==> config.mk <==
export PLATFORM = sky130hd
export DESIGN_NAME = fetch_sequencer
export DESIGN_NICKNAME = d
export VERILOG_FILES = /design/src/rtl/fetch_sequencer_pkg.sv /design/src/rtl/fetch_sequencer_word_assembler.sv /design/src/rtl/fetch_sequencer.sv
export SDC_FILE = /design/constraint.sdc
export NUM_CORES = 1
export LEC_CHECK = 0
export CORE_MARGIN = 2
export CORE_UTILIZATION = 50
export CTS_BUF_LIST = sky130_fd_sc_hd__clkbuf_8
export CTS_CLUSTER_DIAMETER = 50
export DETAILED_ROUTE_END_ITERATION = 8
export GPL_TIMING_DRIVEN = 0
export PLACE_DENSITY = 0.78
export SLEW_MARGIN = 30
export SYNTH_ARGS = -nofsm -noshare
export SYNTH_HDL_FRONTEND = slang
export SYNTH_SLANG_ARGS = --single-unit
export TNS_END_PERCENT = 100
==> constraint.sdc <==
create_clock -name clk -period 3.9 [get_ports clk]
set_input_delay 0.78 -clock clk [delete_from_list [all_inputs] [get_ports clk]]
set_output_delay 0.78 -clock clk [all_outputs]
set_load 0.005 [all_outputs]
==> src/rtl/fetch_sequencer_pkg.sv <==
// Shared encodings for the instruction-fetch sequencer: FSM states,
// command bytes and the default load terminator.
package fetch_sequencer_pkg;

    typedef enum logic [2:0] {
        ST_IDLE = 3'd0,
        ST_LOAD = 3'd1,
        ST_RUN  = 3'd2,
        ST_STEP = 3'd3,
        ST_DONE = 3'd4
    } state_t;

    localparam logic [7:0] CMD_LOAD = 8'h4C;
    localparam logic [7:0] CMD_CONT = 8'h43;
    localparam logic [7:0] CMD_STEP = 8'h53;
    localparam logic [7:0] CMD_NEXT = 8'h4E;

    localparam logic [31:0] DEFAULT_HALT_WORD = 32'hFFFF_FFFF;

endpackage

==> src/rtl/fetch_sequencer_word_assembler.sv <==
// Packs a byte stream MSB-first into words and emits a one-cycle
// word_valid on the cycle after the last byte of each word.
module fetch_sequencer_word_assembler #(
    parameter int WIDTH = 32
) (
    input  logic             clk,
    input  logic             reset,
    input  logic             clear,
    input  logic             byte_valid,
    input  logic [7:0]       byte_data,
    output logic             word_valid,
    output logic [WIDTH-1:0] word
);

    localparam int NBYTES = WIDTH / 8;
    localparam int CNT_W  = $clog2(NBYTES);
    localparam logic [CNT_W-1:0] LAST_BYTE = CNT_W'(NBYTES - 1);

    logic [CNT_W-1:0] byte_cnt;
    logic [WIDTH-9:0] shift_q;

    // The counter wraps on the last byte itself, so a byte arriving during
    // the following write cycle already starts the next word.
    always_ff @(posedge clk) begin
        if (reset) begin
            byte_cnt   <= '0;
            shift_q    <= '0;
            word_valid <= 1'b0;
            word       <= '0;
        end else begin
            word_valid <= 1'b0;
            if (clear) begin
                byte_cnt <= '0;
                shift_q  <= '0;
            end else if (byte_valid) begin
                shift_q <= {shift_q[WIDTH-17:0], byte_data};
                if (byte_cnt == LAST_BYTE) begin
                    byte_cnt   <= '0;
                    word_valid <= 1'b1;
                    word       <= {shift_q, byte_data};
                end else begin
                    byte_cnt <= byte_cnt + 1'b1;
                end
            end
        end
    end

endmodule

==> src/rtl/fetch_sequencer.sv <==
// Loads instruction RAM from a UART byte stream and sequences execution
// (continuous or single-step) through PC enable and pipeline reset.
//
//   state | meaning
//   IDLE  | pipeline held in reset, waiting for L/C/S
//   LOAD  | assembling bytes into words and writing instruction RAM
//   RUN   | PC enabled until the pipeline reports halt
//   STEP  | one PC-enable pulse per 'N' byte until halt
//   DONE  | halted, pipeline out of reset for inspection; accepts L/C/S
module fetch_sequencer
    import fetch_sequencer_pkg::*;
#(
    parameter int              len        = 32,
    parameter int              ADDR_WIDTH = 11,
    parameter logic [len-1:0]  HALT_WORD  = len'(DEFAULT_HALT_WORD)
) (
    input  logic                  clk,
    input  logic                  reset,
    input  logic [7:0]            in_rx_data,
    input  logic                  in_rx_valid,
    input  logic                  in_halt,
    output logic                  out_mem_we,
    output logic [ADDR_WIDTH-1:0] out_mem_addr,
    output logic [len-1:0]        out_mem_wdata,
    output logic                  out_pc_enable,
    output logic                  out_pipe_reset,
    output logic [2:0]            out_state,
    output logic [ADDR_WIDTH:0]   out_word_count,
    output logic                  out_error
);

    localparam logic [ADDR_WIDTH:0] LAST_SLOT = {1'b0, {ADDR_WIDTH{1'b1}}};

    state_t state_q, state_d;
    state_t target_q, target_d;
    logic   restart_q, restart_d;
    logic   step_pulse_q, step_pulse_d;

    logic [ADDR_WIDTH-1:0] addr_q;
    logic [ADDR_WIDTH:0]   word_count_q;
    logic                  error_q;

    logic           asm_valid;
    logic [len-1:0] asm_word;
    logic           cmd_valid;
    logic           load_entry;
    logic           write_strobe;
    logic           is_halt_word;
    logic           ram_full;

    assign cmd_valid    = in_rx_valid && !restart_q && (state_q == ST_IDLE || state_q == ST_DONE);
    assign load_entry   = cmd_valid && (in_rx_data == CMD_LOAD);
    assign write_strobe = asm_valid && (state_q == ST_LOAD);
    assign is_halt_word = (asm_word == HALT_WORD);
    assign ram_full     = (word_count_q == LAST_SLOT);

    fetch_sequencer_word_assembler #(.WIDTH(len)) u_asm (
        .clk        (clk),
        .reset      (reset),
        .clear      (load_entry),
        .byte_valid (in_rx_valid && (state_q == ST_LOAD)),
        .byte_data  (in_rx_data),
        .word_valid (asm_valid),
        .word       (asm_word)
    );

    // A restart from DONE spends one cycle in DONE with the pipeline held
    // in reset, so execution begins again from PC 0.
    always_comb begin
        state_d      = state_q;
        target_d     = target_q;
        restart_d    = 1'b0;
        step_pulse_d = 1'b0;
        case (state_q)
            ST_IDLE, ST_DONE: begin
                if (restart_q) begin
                    state_d = target_q;
                end else if (cmd_valid) begin
                    case (in_rx_data)
                        CMD_LOAD: state_d = ST_LOAD;
                        CMD_CONT, CMD_STEP: begin
                            target_d = (in_rx_data == CMD_CONT) ? ST_RUN : ST_STEP;
                            if (state_q == ST_DONE) restart_d = 1'b1;
                            else                    state_d   = target_d;
                        end
                        default: ;
                    endcase
                end
            end
            ST_LOAD: begin
                if (write_strobe && (is_halt_word || ram_full)) state_d = ST_IDLE;
            end
            ST_RUN: begin
                if (in_halt) state_d = ST_DONE;
            end
            ST_STEP: begin
                if (in_halt)                                         state_d      = ST_DONE;
                else if (in_rx_valid && (in_rx_data == CMD_NEXT))    step_pulse_d = 1'b1;
            end
            default: state_d = ST_IDLE;
        endcase
    end

    always_ff @(posedge clk) begin
        if (reset) begin
            state_q      <= ST_IDLE;
            target_q     <= ST_RUN;
            restart_q    <= 1'b0;
            step_pulse_q <= 1'b0;
            addr_q       <= '0;
            word_count_q <= '0;
            error_q      <= 1'b0;
        end else begin
            state_q      <= state_d;
            target_q     <= target_d;
            restart_q    <= restart_d;
            step_pulse_q <= step_pulse_d;
            if (load_entry) begin
                addr_q       <= '0;
                word_count_q <= '0;
                error_q      <= 1'b0;
            end else if (write_strobe) begin
                addr_q       <= addr_q + 1'b1;
                word_count_q <= word_count_q + 1'b1;
                if (!is_halt_word && ram_full) error_q <= 1'b1;
            end
        end
    end

    assign out_mem_we     = write_strobe;
    assign out_mem_addr   = addr_q;
    assign out_mem_wdata  = asm_word;
    assign out_pc_enable  = (state_q == ST_RUN) || step_pulse_q;
    assign out_pipe_reset = (state_q == ST_IDLE) || (state_q == ST_LOAD) || restart_q;
    assign out_state      = state_q;
    assign out_word_count = word_count_q;
    assign out_error      = error_q;

endmodule

# Yosys cells after proc, flatten, opt, wreduce, memory -nomap -nowiden
# Cells that the tools add are included.
# classes
add_sub_neg,3
n_eq_ne,16
n_mux,12
bitwise,7
reduce_logical,27
# op_table
op,count
equality test 32 bit (second input constant),1
equality test 8 x 7 -> 1 bit (second input constant),4
2-to-1 mux 3 bit,5
adder 12 x 1 -> 12 bit (second input constant),1
equality test 12 x 11 -> 1 bit (second input constant),1
adder 11 x 1 -> 11 bit (second input constant),1
one-hot mux 3 bit (3 select lines),1
logical AND 1 bit,8
OR reduction 2 bit,4
inverter 1 bit,7
equality test 3 x 2 -> 1 bit (second input constant),2
one-hot mux 3 bit (2 select lines),1
OR reduction 3 bit,2
logical OR 1 bit,5
AND reduction 5 bit,1
OR reduction 5 bit,1
2-to-1 mux 1 bit,4
!= test 2 x 1 -> 1 bit (second input constant),2
!= test 4 x 3 -> 1 bit (second input constant),1
!= test 4 bit (second input constant),1
AND reduction 4 bit,1
equality test 3 x 1 -> 1 bit (second input constant),1
equality test 3 bit (second input constant),1
logical NOT 3 bit,1
other kinds (7),8
# word_totals
reg_bits,91
input_bits,12
out_inout_bits,62

# Depth between registers and ports, before layout
# logic_depth
depth_word,7
depth_mapped,8

# Modules after synthesis
# From an unflattened synthesis, not the netlist that was laid out.
# hier_totals
hier_cells,407
hier_area_um2,3958.8
# modules_own_cells
module,instances,cells_each,area_per_inst_um2,seq_area_each_um2
fetch_sequencer_word_assembler,1,230,2414.8,1181.1
fetch_sequencer,1,177,1544.0,600.6

# Worst setup path before layout
# OpenSTA, ideal clock, no wires.
# synth_timing
kind,input to register
startpoint,input in_rx_data[4]
endpoint,"register word_count_q[10], in the netlist out_word_count[10]"
setup_time_ns,0.122
arrival_time_ns,1.855
path_slack_ns,1.923
stages,5
path_cell_list,nor4b_2 nand4b_1 o31ai_2 buf_2 a21oi_1
# synth_between
elab_chain_cells,3
# synth_lines
element,line_no,source
from (decl),fetch_sequencer.sv:19,"input logic [7:0] in_rx_data,"
equality test 8 x 7 -> 1 bit,fetch_sequencer.sv:52,assign load_entry = cmd_valid && (in_rx_data == CMD_LOAD);
logical AND 1 bit,fetch_sequencer.sv:52,
OR reduction 2 bit (no line),--,
to (signal assigned),fetch_sequencer.sv:124,word_count_q <= word_count_q + 1'b1;
to (decl),fetch_sequencer.sv:40,logic [ADDR_WIDTH:0] word_count_q;
# Every way passes these cells.
# A chain may end at the register's enable or synchronous reset.

# Worst setup path in the final report
# layout_timing
startpoint,"register state_q[0], in the netlist out_state[0]"
endpoint,output out_mem_we
# layout_between
elab_chain_cells,2
# layout_lines
element,line_no,source
from (decl),fetch_sequencer.sv:34,"state_t state_q, state_d;"
from (signal assigned),fetch_sequencer.sv:114,state_q <= state_d;
equality test 3 x 1 -> 1 bit,fetch_sequencer.sv:53,assign write_strobe = asm_valid && (state_q == ST_LOAD);
logical AND 1 bit,fetch_sequencer.sv:53,
to (decl),fetch_sequencer.sv:22,"output logic out_mem_we,"
# Every way passes these cells.

==> reports/qor.txt <==
Cts hold-fix bufs: 0
Internal reg-to-reg setup slack: 2050 ps
Pins Over Slew Limit: 0
Seq cells post-synth: 89
First-pass GRT wire length: 13300 µm
Clock sinks: 89
Distinct cells, synth: 41
Final RePlAce weighted congestion: 0.826
Area grow syn2layout: 29.8%
Buffer depth of the longest clock path: 2
Die H: 88.0 µm
Syn Std Cell Area: 3530 µm²
CP bufs+invs: 4
MaxCap Viol Count: 0
Outcome: completed
Clock slew at reported path FFs: 90 ps
IO Port Bufs: 73
Critical Path End Type: primary output
Tmin final: 2810 ps
Share of cells above drive strength 1: 7.49%
Final hold vios: 0
Maximum VDD drop: 0.169 mV
CP max FO: 10
Nets: 531
Vias in the first global route: 3042
CTS H-Tree Depth: 3
Cells after Synth: 432
DR pass1 iterations: 4
DP HPWL: 6010 µm
Syn avg cell area: 8.16 µm²
DR iter-0 viols: 152
Vias per std cell: 5.22
# fillers: 585
Routed Antenna Nets: 0
Yosys synthesis warning count: 0
Power Density: 346 nW/µm²
CP required: 3120 ps
Setup_tns: 0 ps
Worst-Margin Slew: 549 ps
Top post-synthesis cells by area: dfxtp_1, nand2_1, a21oi_1
GR Overflow Total: 0
Final instance area: 4580 µm²
Largest net degree at the start of global routing: 17
Post-synth EDFFs: 0
Core area: 6790 µm²
Setup bufs post-CTS: 0
Ports: 74
DRC viols: 0
Register area share after synthesis: 50.5%
Crit share post-route: 72.1%
Static Leak: 1.55 nW
Post-CTS sizing: 0
Syn nets: 447
Die area: 7740 µm²
Die Wd: 88.0 µm
Worst path top cell family by delay: buffers and inverters
CTS buffer count: 9
Slowest cell on crit path: clkdlybuf4s50_1
Post-synth top flop: dfxtp_1
WL final: 8140 µm
Endpoints failing setup: 0
Top cell type's share of synthesized area: 50.5%
Largest area contributor in the synthesized netlist: dfxtp_1
Rel. slew slack: 63.1%
CP most frequent cell: buf_2
Vias: 3222
Rows: 30
Avg WL per Cell: 13.2 µm
Hold Crit Class: reg -> reg
Area after DPL: 4380 µm²
Cell Count, Final, Fillers Out: 617
N_diodes: 0
Fmax: 356 MHz
Latest clock arrival within the worst-skew pair: 350 ps
Fraction of registers with async set/reset: 0%
Initial Util: 51.9%
Cell Chain, Critical Path: buf_2 -> and4bb_1 -> buf_4 -> buf_2 -> clkdlybuf4s50_1
CP Launch Type: register
Crit Path Category: reg -> out
Global Route Usage Sum: 21.7%
CTS Root Cell: clkbuf_8
CP max stage delay: 540 ps
Initial antenna violation count: 0
Placed insts: 601
RSZ-0062 raised after global routing: no
CTS tree: built
Fin Clk Skew: 9.79 ps
Worst path arrival time: 2030 ps
-- stage by stage --
stage | total power [mW] | hold slack, ps | utilization, % | setup slack, ps
2_1_floorplan | 0.948 | 432 | - | 1920
3_3_place_gp | 0.971 | 443 | 64.4 | 1090
3_5_place_dp | 0.972 | 448 | 64.4 | 1090
4_1_cts | 1.59 | 460 | 67.4 | 1080
5_1_grt | 1.64 | 478 | 67.4 | 981
6_report | 1.59 | 458 | 67.4 | 1090
-- state kept, by name (all words and copies together), names as in the netlist, 2 cells and up --
| register | count |
|---|---|
| u_asm.shift_q | 24 |
| u_asm.byte_cnt | 2 |
| out_mem_addr | 11 |
| u_asm.word | 32 |
| out_state | 3 |
| out_word_count | 12 |
-- cells in the mapped netlist (4+ instances only) --
library cell and count:
inv_1 7, dfxtp_1 89, nand3_1 8, nor2_1 32, nand4_1 17, a21oi_1 63, and3_1 7, xor2_1 13
o21ai_0 8, clkbuf_1 8, buf_2 15, xnor2_1 4, or3_1 5, nand2_1 122
-- layout make-up --
cell class / count / area, µm² / share of cell area, %
multi-input combinational: 312 / 1610 / 35.1
timing repair buffer: 73 / 731 / 16.0
clock buffer: 9 / 124 / 2.70
clock inverter: 7 / 77.6 / 1.69
tap: 96 / 120 / 2.62
inverter: 7 / 26.3 / 0.574
buffer: 24 / 113 / 2.46
sequential: 89 / 1780 / 38.9
-- tightest hold or removal path, stage by stage, from the launching register on --
cell	delay (ps)
dfxtp_1	320
nand2_1	50
a21oi_1	50
-- power by group --
part | switching (mW) | total [mW] | internal (mW)
sequential | 0.000331 | 0.908 | 0.908
clock | 0.333 | 0.635 | 0.302
combinational | 0.0264 | 0.0422 | 0.0159
-- placed cells by master (no fill, tap or decap), types with 2 or more instances in the layout --
cell type,instances
nand2_1,122
dfxtp_1,89
clkdlybuf4s50_1,73
a21oi_1,63
nor2_1,32
nand4_1,17
buf_2,15
xor2_1,13
clkbuf_8,9
o21ai_0,8
clkbuf_1,8
nand3_1,8
inv_1,7
and3_1,7
or3_1,5
xnor2_1,4
mux2i_1,3
ha_1,3
nand2b_1,2
nor3_1,2
a31oi_1,2
inv_6,2
clkinv_4,2
-- routing by layer --
layer | track usage (%) | up-vias | routed length, µm
li1 | - | 1623 | -
met1 | 29.3 | 1511 | 3790
met4 | 6.71 | 0 | 94
met3 | 3.30 | 9 | 334
met2 | 35.7 | 79 | 3920
met5 | 0 | - | 0
-- cell families after synthesis --
group | after synthesis | synth area share [%]
and+or+nand+nor | 209 | 27.3
xor gates and xnor gates | 17 | 4.22
DFF | 89 | 50.5
buffers and inverters | 31 | 3.94
AOI/OAI and AO/OA | 80 | 12.1
muxes | 3 | 0.851
adders and majority gates | 3 | 1.06
-- worst paths after layout --
| check | from | to | cells after the start |
|---|---|---|---|
| hold / removal | u_asm.shift_q[21] | u_asm.word[29] | 2 |
| hold reg to reg | u_asm.shift_q[21] | u_asm.word[29] | 2 |
| setup / recovery | out_state[0] | out_mem_we | 5 |
| setup reg to reg | out_state[0] | out_state[0] | 7 |
(Power assumes the default switching activity.)
